`config.mk`:
```
export PLATFORM = sky130hd
export DESIGN_NAME = router_in_port_flat
export DESIGN_NICKNAME = d
export VERILOG_FILES = /design/src/rtl/router_pkg.sv /design/src/rtl/router_in_port_if.sv /design/src/rtl/router_sync_fifo.sv /design/src/rtl/router_in_port.sv /design/src/flat_wrapper.sv
export SDC_FILE = /design/constraint.sdc
export NUM_CORES = 1
export LEC_CHECK = 0
export BUFFER_PORTS_ARGS = -buffer_cell sky130_fd_sc_hd__buf_2
export CORE_ASPECT_RATIO = 0.9
export CORE_MARGIN = 3
export CORE_UTILIZATION = 50
export DETAILED_ROUTE_END_ITERATION = 8
export HOLD_SLACK_MARGIN = 0.08
export PLACE_DENSITY = 0.66
export SYNTH_ARGS = -nofsm -noshare
export SYNTH_HDL_FRONTEND = slang
export SYNTH_SLANG_ARGS = --single-unit
```
`constraint.sdc`:
```
create_clock -name clock -period 8.59 [get_ports clock]
set_input_delay 1.718 -clock clock [delete_from_list [all_inputs] [get_ports clock]]
set_output_delay 1.718 -clock clock [all_outputs]
set_load 0.02 [all_outputs]
```
`src/rtl/router_pkg.sv`:
```
// router_pkg: shared types and defaults for the router input channel.
// Holds the channel FSM state enum, default widths and a counter-width helper.
package router_pkg;

   typedef enum logic [2:0] {
      SYNC,
      IDLE,
      ADDR,
      PAD,
      DATA,
      DROP
   } state_t;

   localparam int NUM_PORTS_DEF  = 16;
   localparam int DATA_W_DEF     = 8;
   localparam int PAD_CYCLES_DEF = 5;

   // Bits needed to count 0..n-1, never less than one.
   function automatic int cnt_w(input int n);
      return (n < 2) ? 1 : $clog2(n);
   endfunction

endpackage

```
`src/rtl/router_in_port_if.sv`:
```
// router_in_port_if: serial packet input plus buffered word output bundle.
// slave = the input channel, master = sender/consumer side.
interface router_in_port_if #(
   parameter int ADDR_W = 4,
   parameter int DATA_W = 8
);

   logic              din;
   logic              valid_n;
   logic              frame_n;
   logic              busy_n;
   logic              out_valid;
   logic              out_ready;
   logic [DATA_W-1:0] out_data;
   logic [ADDR_W-1:0] out_dest;
   logic              out_sop;
   logic              out_eop;
   logic              out_err;
   logic              drop;

   modport slave (
      input  din, valid_n, frame_n, out_ready,
      output busy_n, out_valid, out_data, out_dest,
      output out_sop, out_eop, out_err, drop
   );

   modport master (
      output din, valid_n, frame_n, out_ready,
      input  busy_n, out_valid, out_data, out_dest,
      input  out_sop, out_eop, out_err, drop
   );

endinterface

```
`src/rtl/router_sync_fifo.sv`:
```
// router_sync_fifo: first-word-fall-through FIFO, async active-high reset.
// Ports: wr_en/wr_data push, rd_en pop, rd_data head; full, empty, free_cnt.
module router_sync_fifo #(
   parameter int WIDTH = 8,
   parameter int DEPTH = 16
) (
   input  logic                     clock,
   input  logic                     reset,
   input  logic                     wr_en,
   input  logic [WIDTH-1:0]         wr_data,
   input  logic                     rd_en,
   output logic [WIDTH-1:0]         rd_data,
   output logic                     full,
   output logic                     empty,
   output logic [$clog2(DEPTH):0]   free_cnt
);

   localparam int AW = $clog2(DEPTH);
   localparam logic [AW:0] CAP = (AW+1)'(DEPTH);

   logic [WIDTH-1:0] mem [DEPTH];
   logic [AW:0]      wr_ptr;
   logic [AW:0]      rd_ptr;
   logic             rd_ok;
   logic             wr_ok;

   // Extra pointer MSB separates full (MSBs differ) from empty.
   assign empty    = (wr_ptr == rd_ptr);
   assign full     = (wr_ptr[AW] != rd_ptr[AW]) &&
                     (wr_ptr[AW-1:0] == rd_ptr[AW-1:0]);
   assign free_cnt = CAP - (wr_ptr - rd_ptr);
   assign rd_data  = mem[rd_ptr[AW-1:0]];

   // A push into a full buffer is taken when the head leaves that cycle.
   assign rd_ok = rd_en & ~empty;
   assign wr_ok = wr_en & (~full | rd_ok);

   always_ff @(posedge clock) begin
      if (wr_ok) begin
         mem[wr_ptr[AW-1:0]] <= wr_data;
      end
   end

   always_ff @(posedge clock or posedge reset) begin
      if (reset) begin
         wr_ptr <= '0;
         rd_ptr <= '0;
      end else begin
         if (wr_ok) begin
            wr_ptr <= wr_ptr + 1'b1;
         end
         if (rd_ok) begin
            rd_ptr <= rd_ptr + 1'b1;
         end
      end
   end

endmodule

```
`src/rtl/router_in_port.sv`:
```
// router_in_port: serial-to-parallel router input channel with buffering.
// Ports: clock, reset (async, active-high); bus.slave carries din/valid_n/
//   frame_n in, busy_n back, out_* FWFT word stream and drop pulse.
module router_in_port
   import router_pkg::*;
#(
   parameter int NUM_PORTS   = NUM_PORTS_DEF,
   parameter int DATA_W      = DATA_W_DEF,
   parameter int PAD_CYCLES  = PAD_CYCLES_DEF,
   parameter int FIFO_DEPTH  = 16,
   parameter int BUSY_THRESH = 2
) (
   input logic            clock,
   input logic            reset,
   router_in_port_if.slave bus
);

   localparam int ADDR_W = $clog2(NUM_PORTS);
   localparam int AC_W   = cnt_w(ADDR_W);
   localparam int PC_W   = cnt_w(PAD_CYCLES);
   localparam int BC_W   = cnt_w(DATA_W);
   localparam int FW     = $clog2(FIFO_DEPTH) + 1;

   typedef struct packed {
      logic [ADDR_W-1:0] dest;
      logic [DATA_W-1:0] data;
      logic              sop;
      logic              eop;
      logic              err;
   } entry_t;

   localparam int EW = $bits(entry_t);

   state_t            state;
   logic [ADDR_W-1:0] dest;
   logic [AC_W-1:0]   addr_cnt;
   logic [PC_W-1:0]   pad_cnt;
   logic [BC_W-1:0]   bit_cnt;
   logic [DATA_W-1:0] word;
   logic              first;
   logic              busy_q;
   logic              drop_q;

   logic              acc;
   logic              last_bit;
   logic              part;
   logic [DATA_W-1:0] word_nxt;
   logic              push;
   logic              p_eop;
   logic              p_err;
   logic              pop;
   logic              fail;
   logic              wr_ok;
   logic              full;
   logic              empty;
   logic [FW-1:0]     free_cnt;
   logic [FW-1:0]     free_nxt;
   entry_t            wr_entry;
   entry_t            rd_entry;
   logic [EW-1:0]     rd_raw;

   assign acc      = (state == DATA) && !bus.valid_n;
   assign last_bit = (bit_cnt == BC_W'(DATA_W-1));
   assign part     = (bit_cnt != '0);
   assign word_nxt = acc ? (word | (DATA_W'(bus.din) << bit_cnt)) : word;

   // A word leaves on its last bit, or early (err) when the frame ends.
   always_comb begin
      push  = 1'b0;
      p_eop = 1'b0;
      p_err = 1'b0;
      if (state == DATA) begin
         if (acc && last_bit) begin
            push  = 1'b1;
            p_eop = bus.frame_n;
         end else if (bus.frame_n && (acc || part)) begin
            push  = 1'b1;
            p_eop = 1'b1;
            p_err = 1'b1;
         end
      end
   end

   always_comb begin
      wr_entry      = '0;
      wr_entry.dest = dest;
      wr_entry.data = word_nxt;
      wr_entry.sop  = first;
      wr_entry.eop  = p_eop;
      wr_entry.err  = p_err;
   end

   assign pop      = bus.out_ready & ~empty;
   assign fail     = push & full & ~pop;
   assign wr_ok    = push & (~full | pop);
   assign free_nxt = free_cnt - FW'(wr_ok) + FW'(pop);

   always_ff @(posedge clock or posedge reset) begin
      if (reset) begin
         state    <= SYNC;
         dest     <= '0;
         addr_cnt <= '0;
         pad_cnt  <= '0;
         bit_cnt  <= '0;
         word     <= '0;
         first    <= 1'b0;
         busy_q   <= 1'b1;
         drop_q   <= 1'b0;
      end else begin
         drop_q <= 1'b0;
         busy_q <= (free_nxt > FW'(BUSY_THRESH));
         unique case (state)
            // Skip any packet already in flight when reset released.
            SYNC: begin
               if (bus.frame_n) begin
                  state <= IDLE;
               end
            end
            IDLE: begin
               if (!bus.frame_n) begin
                  dest     <= ADDR_W'(bus.din);
                  addr_cnt <= AC_W'(1);
                  pad_cnt  <= '0;
                  state    <= (ADDR_W == 1) ? PAD : ADDR;
               end
            end
            ADDR: begin
               if (bus.frame_n) begin
                  drop_q <= 1'b1;
                  state  <= IDLE;
               end else begin
                  dest[addr_cnt] <= bus.din;
                  if (addr_cnt == AC_W'(ADDR_W-1)) begin
                     state <= PAD;
                  end else begin
                     addr_cnt <= addr_cnt + 1'b1;
                  end
               end
            end
            PAD: begin
               if (bus.frame_n) begin
                  drop_q <= 1'b1;
                  state  <= IDLE;
               end else if (pad_cnt == PC_W'(PAD_CYCLES-1)) begin
                  bit_cnt <= '0;
                  word    <= '0;
                  first   <= 1'b1;
                  state   <= DATA;
               end else begin
                  pad_cnt <= pad_cnt + 1'b1;
               end
            end
            DATA: begin
               if (fail) begin
                  drop_q <= bus.frame_n;
                  state  <= bus.frame_n ? IDLE : DROP;
               end else if (push) begin
                  first   <= 1'b0;
                  word    <= '0;
                  bit_cnt <= '0;
                  if (bus.frame_n) begin
                     state <= IDLE;
                  end
               end else if (bus.frame_n) begin
                  // Stall-cycle end with nothing pending; empty if no word yet.
                  drop_q <= first;
                  state  <= IDLE;
               end else if (acc) begin
                  word    <= word_nxt;
                  bit_cnt <= bit_cnt + 1'b1;
               end
            end
            DROP: begin
               if (bus.frame_n) begin
                  drop_q <= 1'b1;
                  state  <= IDLE;
               end
            end
            default: state <= SYNC;
         endcase
      end
   end

   router_sync_fifo #(
      .WIDTH (EW),
      .DEPTH (FIFO_DEPTH)
   ) u_fifo (
      .clock    (clock),
      .reset    (reset),
      .wr_en    (push),
      .wr_data  (wr_entry),
      .rd_en    (pop),
      .rd_data  (rd_raw),
      .full     (full),
      .empty    (empty),
      .free_cnt (free_cnt)
   );

   // Head fields read as zero while the buffer is empty.
   assign rd_entry      = empty ? '0 : entry_t'(rd_raw);
   assign bus.out_valid = ~empty;
   assign bus.out_data  = rd_entry.data;
   assign bus.out_dest  = rd_entry.dest;
   assign bus.out_sop   = rd_entry.sop;
   assign bus.out_eop   = rd_entry.eop;
   assign bus.out_err   = rd_entry.err;
   assign bus.busy_n    = busy_q;
   assign bus.drop      = drop_q;

endmodule
```
`src/flat_wrapper.sv`:
```
// flat-port wrapper written by rule: the top's interface ports become plain ports
module router_in_port_flat import router_pkg::*;
#(
   parameter int NUM_PORTS   = NUM_PORTS_DEF,
   parameter int DATA_W      = DATA_W_DEF,
   parameter int PAD_CYCLES  = PAD_CYCLES_DEF,
   parameter int FIFO_DEPTH  = 16,
   parameter int BUSY_THRESH = 2
)
  (clock, reset, bus_din, bus_valid_n, bus_frame_n, bus_out_ready, bus_busy_n, bus_out_valid, bus_out_data, bus_out_dest, bus_out_sop, bus_out_eop, bus_out_err, bus_drop);
  router_in_port_if #(.DATA_W(DATA_W)) bus_i ();
  input logic clock;
  input logic reset;
  input wire logic [$bits(bus_i.din)-1:0] bus_din;
  input wire logic [$bits(bus_i.valid_n)-1:0] bus_valid_n;
  input wire logic [$bits(bus_i.frame_n)-1:0] bus_frame_n;
  input wire logic [$bits(bus_i.out_ready)-1:0] bus_out_ready;
  output wire logic [$bits(bus_i.busy_n)-1:0] bus_busy_n;
  output wire logic [$bits(bus_i.out_valid)-1:0] bus_out_valid;
  output wire logic [$bits(bus_i.out_data)-1:0] bus_out_data;
  output wire logic [$bits(bus_i.out_dest)-1:0] bus_out_dest;
  output wire logic [$bits(bus_i.out_sop)-1:0] bus_out_sop;
  output wire logic [$bits(bus_i.out_eop)-1:0] bus_out_eop;
  output wire logic [$bits(bus_i.out_err)-1:0] bus_out_err;
  output wire logic [$bits(bus_i.drop)-1:0] bus_drop;
  assign bus_i.din = bus_din;
  assign bus_i.valid_n = bus_valid_n;
  assign bus_i.frame_n = bus_frame_n;
  assign bus_i.out_ready = bus_out_ready;
  assign bus_busy_n = bus_i.busy_n;
  assign bus_out_valid = bus_i.out_valid;
  assign bus_out_data = bus_i.out_data;
  assign bus_out_dest = bus_i.out_dest;
  assign bus_out_sop = bus_i.out_sop;
  assign bus_out_eop = bus_i.out_eop;
  assign bus_out_err = bus_i.out_err;
  assign bus_drop = bus_i.drop;
  router_in_port #(.NUM_PORTS(NUM_PORTS), .DATA_W(DATA_W), .PAD_CYCLES(PAD_CYCLES), .FIFO_DEPTH(FIFO_DEPTH), .BUSY_THRESH(BUSY_THRESH)) u_core (.clock(clock), .reset(reset), .bus(bus_i));
endmodule
```
==> flow_summary.json, run 1 <==
{
  "period_minus_slack_ps": 5114,
  "routed_via_density": 5.974,
  "area_growth_pct": 11.62,
  "p_leak_nw": 4.553,
  "mappedNetlistNets": 676,
  "worst_slack_placed_ps": 3721,
  "critPathMaxFanout": 37,
  "holdBufCountCts": 0,
  "path_clk_slew_ps": 60,
  "post_dp_cell_area_um2": 12090,
  "yosys_most_used_dff": "sky130_fd_sc_hd__edfxtp_1",
  "grt_overflow_total": 0,
  "final.setup_skew_ps": 11.88,
  "totalPowerFinal_mw": 3.703,
  "cts_buffer_depth": 3,
  "number_of_failing_hold_endpoints_at_the_final_stage": 0,
  "final_layout_size_suffix_gt1_share_pct": 23.07,
  "run_status": "completed",
  "timing.critical_path.required_ps": 6870,
  "cp.arrival_ps": 3400,
  "drt_pass1_iterations": 5,
  "yosysWarningCount": 0,
  "max_clock_freq_ghz": 0.1956,
  "finalHoldWorstSlack_ps": 487.7,
  "starting_density_pct": 51.40,
  "seq_area_frac_synth_pct": 69.48,
  "clock_sinks": 276,
  "synth.most_common_cell": "sky130_fd_sc_hd__edfxtp_1",
  "timing.critical_path.cells": "buf_4 -> mux4_2 -> nor2b_1 -> a211oi_1 -> a211oi_1 -> buf_2",
  "netlist_instances": 646,
  "tritoncts_clock_tree": "done",
  "setup_viol": 0,
  "power.density_nw_per_um2": 284.2,
  "final_cell_count_no_fill": 995,
  "floorplan.die.height_um": 150.9,
  "final_antenna_net_count": 0,
  "std_cell_rows": 52,
  "design.die.area_um2": 25210,
  "holdCritPathClass": "flip-flop to flip-flop",
  "crit_path_end_kind": "primary output",
  "timing.hold.worst_path_depth": 1,
  "grt_start_max_net_pins": 66,
  "ctsHtreeMaxLevel": 1,
  "avgSynthCellArea_um2": 18.07,
  "grt_pass1_wl_um": 36520,
  "final_cell_area_um2": 13030,
  "worst_slew_pin_slew_ps": 1140,
  "min-delay-start": "u_core.u_fifo.rd_ptr[4]$_DFFE_PP0P_",
  "worst_path_largest_cell_delay_ps": 800,
  "nFillCells": 1650,
  "post_cts.repair.setup_buffers": 0,
  "crit_path_start_kind": "flip-flop",
  "worst_path_dominant_cell_family": "buffers and inverters",
  "synth.top_cells.by_area": "sky130_fd_sc_hd__edfxtp_1 62%, sky130_fd_sc_hd__mux4_2 12%, sky130_fd_sc_hd__dfrtp_1 7.5%",
  "fp.coreArea_um2": 22710,
  "post-route-period-util_pct": 59.53,
  "regToRegSetupSlack_ps": 3990,
  "port_buffers": 23,
  "synth_largest_area_cell": "sky130_fd_sc_hd__edfxtp_1",
  "max_slew_margin_pct": 24.03,
  "peakVddDrop_uv": 171.2,
  "wl_um": 23610,
  "post_synth_top_cells": "240 x sky130_fd_sc_hd__edfxtp_1, 60 x sky130_fd_sc_hd__mux4_2, 35 x sky130_fd_sc_hd__dfrtp_1",
  "crit_buf_inv": 2,
  "grt_antenna_before_repair": 0,
  "detailedPlacementHpwl_um": 13360,
  "count_of_state_elements_after_synthesis": 276,
  "clock_tree.root_cell": "sky130_fd_sc_hd__clkbuf_16",
  "async_flop_share_pct": 13.04,
  "antenna_cells": 0,
  "detailedRoute.firstIterationViolations": 493,
  "cts_resized": 0,
  "slowest_cp_cell": "sky130_fd_sc_hd__dfrtp_4",
  "track_usage_pct": 18.93,
  "synth.cell_area_um2": 11670,
  "rsz_0062_raised_after_global_routing": "false",
  "worst_r2r_path_depth": 15,
  "timing_worst_setup_path_type": "flip-flop to primary output",
  "gpl.final_weighted_congestion": 0.7840,
  "final.setup.tns_ps": 0,
  "net_count_reported_at_finish": 706,
  "fin_ws_ps": 3476,
  "detail_route.wl_per_cell_um": 23.73,
  "dp.cells": 943,
  "die_width_um": 167.0,
  "clk_latency_ps": 530,
  "cts_buffers": 28,
  "detailroute.via_count": 5944,
  "finalCoreUtilization_pct": 57.37,
  "synth-edff-count": 240,
  "regToRegEndpoint": "u_core.bus.busy_n$_DFF_PP1_",
  "synth_cell_types": 52,
  "grt_pass1_vias": 6231,
  "slew_viol_final": 0,
  "synth.top_cell.area_share_pct": 61.75,
  "crit_top_cell": "sky130_fd_sc_hd__a211oi_1",
  "io_pins": 24,
  "worst_hold_path.endpoint": "u_core.u_fifo.rd_ptr[4]$_DFFE_PP0P_",
  "timing.max_cap.violations": 0,
  "detail_route.drc_violations": 0,
  "regToRegStartpoint": "u_core.u_fifo.rd_ptr[2]$_DFFE_PP0P_"
}
[layout make-up]
class	instances	area, um2	area share (%)
inverters	23	86.33	0.6627
repair buffers	33	190.2	1.460
flip-flops and latches	276	8114	62.28
well taps	297	371.6	2.852
multi-input cells	314	3331	25.57
clock buffers	30	708.2	5.436
clock inverters	22	226.5	1.738
[flip-flops by register name (all words and copies together) (netlist names)]
register / count
u_core.bus.drop: 1
u_core.word: 8
u_core.u_fifo.wr_ptr: 5
u_core.bus.busy_n: 1
u_core.first: 1
u_core.u_fifo.mem: 240
u_core.addr_cnt: 2
u_core.pad_cnt: 3
u_core.bit_cnt: 3
u_core.state: 3
u_core.u_fifo.rd_ptr: 5
u_core.dest: 4
[where the power goes]
group / internal (mW) / switching (mW) / total [mW]
clock network: 0.720 / 0.498 / 1.22
registers: 1.49 / 0.0838 / 1.58
logic: 0.395 / 0.511 / 0.906
total: 2.61 / 1.09 / 3.70
[per-layer routing]
metal / part of all wire (%) / up-vias / global-route usage (%)
met4: 1.6 / 0 / 4.124
met1: 44 / 3149 / 26.00
met2: 51 / 134 / 33.17
met3: 4.1 / 31 / 2.349
met5: 0 / - / 0
li1: - / 2630 / -
[worst max path at each step]
stage	from	end	slack (ps)	cells after the start
after floorplan	bus_valid_n	u_core.bus.busy_n$_DFF_PP1_	4170	13
after global placement	bus_valid_n	u_core.bus.busy_n$_DFF_PP1_	3810	13
after detailed placement	bus_valid_n	u_core.bus.busy_n$_DFF_PP1_	3720	13
after CTS	u_core.u_fifo.rd_ptr[0]$_DFFE_PP0P_	bus_out_data[0]	3370	6
after global routing	u_core.u_fifo.rd_ptr[0]$_DFFE_PP0P_	bus_out_data[1]	3190	6
final	u_core.u_fifo.rd_ptr[0]$_DFFE_PP0P_	bus_out_data[1]	3480	6
[cell usage in the layout, fill, tap and decap left out, drive strengths merged, types with 2 or more instances in the layout]
cell type	netlist	routed
mux2	12	12
a31o	3	3
edfxtp	240	240
nor4b	2	2
nor4	3	3
xor2	3	3
nand2b	2	2
xnor2	12	12
nor2	16	16
a211oi	32	32
nand4	4	4
clkinv	1	18
nor2b	32	32
mux2i	16	16
and3	17	17
nand2	13	13
o31ai	4	4
a21o	7	7
o21ai	11	11
ha	21	21
a21oi	13	13
dfrtp	35	35
buf	16	33
clkbuf	17	30
nor3	3	3
bufinv	0	4
a21boi	3	3
o21a	2	2
inv	22	23
mux4	60	60
nand3	5	5
fa	3	3
and2	3	3
[logic make-up (layout without fill, tap and decap cells)]
logic type	count (synthesis)	after routing	synth area share [%]
DFF	276	276	69.48
muxes	88	88	14.40
xor gates and xnor gates	15	15	1.126
adders and majority gates	24	24	2.766
AOI/OAI and AO/OA	82	82	4.910
buffers and inverters	56	108	2.155
and+or+nand+nor	105	105	5.167
(Power assumes the default switching activity.)
==> run 2, diff against run 1 <==
- ABC_AREA: default -> 1
- PLACE_DENSITY: 0.66 -> 0.68
- clock period: 8.59 -> 4.7 ns (I/O delays scaled with it)
==> run 2 against run 1 <==
Against the previous run: non-clock buffer count rose by 13; sequential share of layout area fell by 1.1 points; synthesized cell count rose by 63%; critical path type unchanged; critical endpoint is now bus_out_eop; largest cell class unchanged.
==> flow_summary.json, run 2 <==
{
  "detail_route.drc_violations": 0,
  "die_width_um": 168.5,
  "cts_resized": 0,
  "detailroute.via_count": 7876,
  "port_buffers": 23,
  "async_flop_share_pct": 13.04,
  "timing_worst_setup_path_type": "flip-flop to primary output",
  "timing.max_cap.violations": 0,
  "max_slew_margin_pct": 15.78,
  "synth.cell_area_um2": 11890,
  "p_leak_nw": 4.807,
  "worst_r2r_path_depth": 14,
  "clk_latency_ps": 540,
  "regToRegSetupSlack_ps": 1270,
  "most_common_library_cell_in_the_layout_ignoring_fill_and_taps": "sky130_fd_sc_hd__edfxtp_1",
  "largest_register_ffs": 240,
  "drt_pass1_iterations": 5,
  "peakVddDrop_uv": 459.2,
  "synth.most_common_cell": "sky130_fd_sc_hd__edfxtp_1",
  "worst_hold_path.endpoint": "u_core.word[1]$_DFFE_PP0P_",
  "holdCritPathClass": "flip-flop to flip-flop",
  "finalHoldWorstSlack_ps": 485.2,
  "seq_area_frac_synth_pct": 68.21,
  "worst_slack_placed_ps": 1283,
  "floorplan.die.height_um": 152.3,
  "avgSynthCellArea_um2": 11.26,
  "regToRegStartpoint": "u_core.u_fifo.rd_ptr[2]$_DFFE_PP0P_",
  "synth_largest_area_cell": "sky130_fd_sc_hd__edfxtp_1",
  "fin_ws_ps": 791.7,
  "synth.top_cell.area_share_pct": 60.63,
  "mappedNetlistNets": 1086,
  "starting_density_pct": 51.91,
  "routed_via_density": 5.622,
  "fp.coreArea_um2": 22900,
  "ctsHtreeMaxLevel": 1,
  "final_cell_count_no_fill": 1401,
  "grt_overflow_total": 0,
  "run_status": "completed",
  "slew_viol_final": 0,
  "synth.top_cells.by_area": "sky130_fd_sc_hd__edfxtp_1 61%, sky130_fd_sc_hd__dfrtp_1 7.4%, sky130_fd_sc_hd__nor2_1 7.1%",
  "totalPowerFinal_mw": 7.915,
  "clock_sinks": 276,
  "post_synth_top_cells": "240 x sky130_fd_sc_hd__edfxtp_1, 226 x sky130_fd_sc_hd__nor2_1, 165 x sky130_fd_sc_hd__o21ai_0",
  "detailedRoute.firstIterationViolations": 969,
  "crit_path_start_kind": "flip-flop",
  "io_pins": 24,
  "post-route-period-util_pct": 83.16,
  "grt_antenna_before_repair": 0,
  "net_count_reported_at_finish": 1111,
  "detailedPlacementHpwl_um": 15780,
  "p_int_mw": 4.993,
  "synth_cell_types": 37,
  "finalCoreUtilization_pct": 57.97,
  "track_usage_pct": 20.93,
  "yosys_most_used_dff": "sky130_fd_sc_hd__edfxtp_1",
  "share_clk_of_total_power_pct": 28.5,
  "wl_um": 27040,
  "design.die.area_um2": 25660,
  "highest_count_cells_in_the_layout_ignoring_fill_and_taps": "240 x sky130_fd_sc_hd__edfxtp_1, 226 x sky130_fd_sc_hd__nor2_1, 165 x sky130_fd_sc_hd__o21ai_0",
  "period_minus_slack_ps": 3908,
  "post_dp_cell_area_um2": 12330,
  "cp.arrival_ps": 2970,
  "worst_slew_pin_slew_ps": 1262,
  "yosysWarningCount": 0,
  "cts_buffer_depth": 3,
  "count_of_state_elements_after_synthesis": 276,
  "timing.hold.worst_path_depth": 2,
  "crit_path_end_kind": "primary output",
  "total_switching_power_mw": 2.922,
  "clock_tree.root_cell": "sky130_fd_sc_hd__clkbuf_16",
  "swShare_pct": 36.91,
  "power.share.sequential_pct": 39.0,
  "setup_viol": 0,
  "final.setup.tns_ps": 0,
  "netlist_instances": 1056,
  "post_cts.repair.setup_buffers": 0,
  "dp.cells": 1347,
  "timing.critical_path.required_ps": 3760,
  "synth-edff-count": 240,
  "std_cell_rows": 52,
  "path_clk_slew_ps": 60,
  "grt_pass1_wl_um": 42700,
  "final_layout_size_suffix_gt1_share_pct": 10.33,
  "holdBufCountCts": 0,
  "tritoncts_clock_tree": "done",
  "gpl.final_weighted_congestion": 0.8140,
  "final.setup_skew_ps": 8.237,
  "min-delay-start": "u_core.word[1]$_DFFE_PP0P_",
  "final_antenna_net_count": 0,
  "max_clock_freq_ghz": 0.2559,
  "final_cell_area_um2": 13280,
  "area_growth_pct": 11.68,
  "grt_start_max_net_pins": 122,
  "antenna_cells": 0,
  "share_comb_of_total_power_pct": 32.4,
  "cts_buffers": 29,
  "regToRegEndpoint": "u_core.bus.busy_n$_DFF_PP1_",
  "rsz_0062_raised_after_global_routing": "false",
  "critPathMaxFanout": 26,
  "number_of_failing_hold_endpoints_at_the_final_stage": 0,
  "detail_route.wl_per_cell_um": 19.30,
  "power.density_nw_per_um2": 596.1,
  "grt_pass1_vias": 7494
}
run 2: cell count changes in the layout (fill, tap and decap cells not counted), sizes merged, moves of 12 or more:
cell / previous run / this run
mux2i: 16 / 0
and3: 17 / 1
mux4: 60 / 0
nor2b: 32 / 0
a21oi: 13 / 25
buf: 33 / 46
a211oi: 32 / 1
inv: 23 / 62
nand2: 13 / 115
nor2: 16 / 228
o211ai: 0 / 31
o21ai: 11 / 184
nand3: 5 / 24
run 2: layer usage:
metal	track usage, %	wire [um]
met2	32.05	12390
met3	3.761	1791
met4	5.376	591
met5	0	0
met1	31.32	12260
run 2: cell type report:
type	count	area [um2]
fill	1921	9625
sequential	276	8117
multi-input combinational	667	3308
clock buffer	37	785.8
tap	297	371.6
timing repair buffer	46	300.3
inverter	61	230.2
clock inverter	17	163.9
run 2: cell families (layout without fill, tap and decap cells):
| kind of cell | after synthesis | after routing | synth area share, % |
|---|---|---|---|
| xor gates and xnor gates | 13 | 13 | 0.9578 |
| AOI/OAI and AO/OA | 252 | 252 | 11.49 |
| DFF | 276 | 276 | 68.21 |
| muxes | 1 | 1 | 0.09472 |
| buffers and inverters | 113 | 161 | 3.957 |
| adders and majority gates | 24 | 24 | 2.716 |
| and+or+nand+nor | 377 | 377 | 12.57 |
run 2: worst max-delay path, cell delays in order, from the launching register on:
cell,delay (ps)
sky130_fd_sc_hd__dfrtp_1,320
sky130_fd_sc_hd__buf_4,330
sky130_fd_sc_hd__inv_2,210
sky130_fd_sc_hd__ha_1,360
sky130_fd_sc_hd__nand2_1,70
sky130_fd_sc_hd__a21oi_1,50
sky130_fd_sc_hd__nand2_1,120
sky130_fd_sc_hd__inv_1,40
sky130_fd_sc_hd__nand2_1,100
sky130_fd_sc_hd__inv_2,180
sky130_fd_sc_hd__a31oi_1,380
sky130_fd_sc_hd__buf_2,250
run 2: worst max path at each step:
stage | slack (ps) | cells after the start | to | from
floorplan | 1610 | 14 | u_core.bus.busy_n$_DFF_PP1_ | u_core.u_fifo.rd_ptr[3]$_DFFE_PP0P_
global placement | 1350 | 9 | u_core.u_fifo.mem[4][13]$_DFFE_PP_ | bus_valid_n
detailed placement | 1280 | 12 | u_core.bus.busy_n$_DFF_PP1_ | bus_valid_n
CTS | 740 | 8 | bus_out_err | u_core.u_fifo.rd_ptr[0]$_DFFE_PP0P_
global route | 590 | 8 | bus_out_eop | u_core.u_fifo.rd_ptr[0]$_DFFE_PP0P_
finish | 790 | 11 | bus_out_eop | u_core.u_fifo.rd_ptr[2]$_DFFE_PP0P_
run 2: power by group through the flow:
stage / sequential, mW / combinational [mW] / clock [mW]
3_3_place_gp: 3.14 / 2.53 / 0
4_1_cts: 3.09 / 2.59 / 2.29
2_1_floorplan: 2.95 / 1.99 / 0
5_1_grt: 3.12 / 2.91 / 2.39
3_5_place_dp: 3.14 / 2.57 / 0
6_report: 3.09 / 2.57 / 2.26
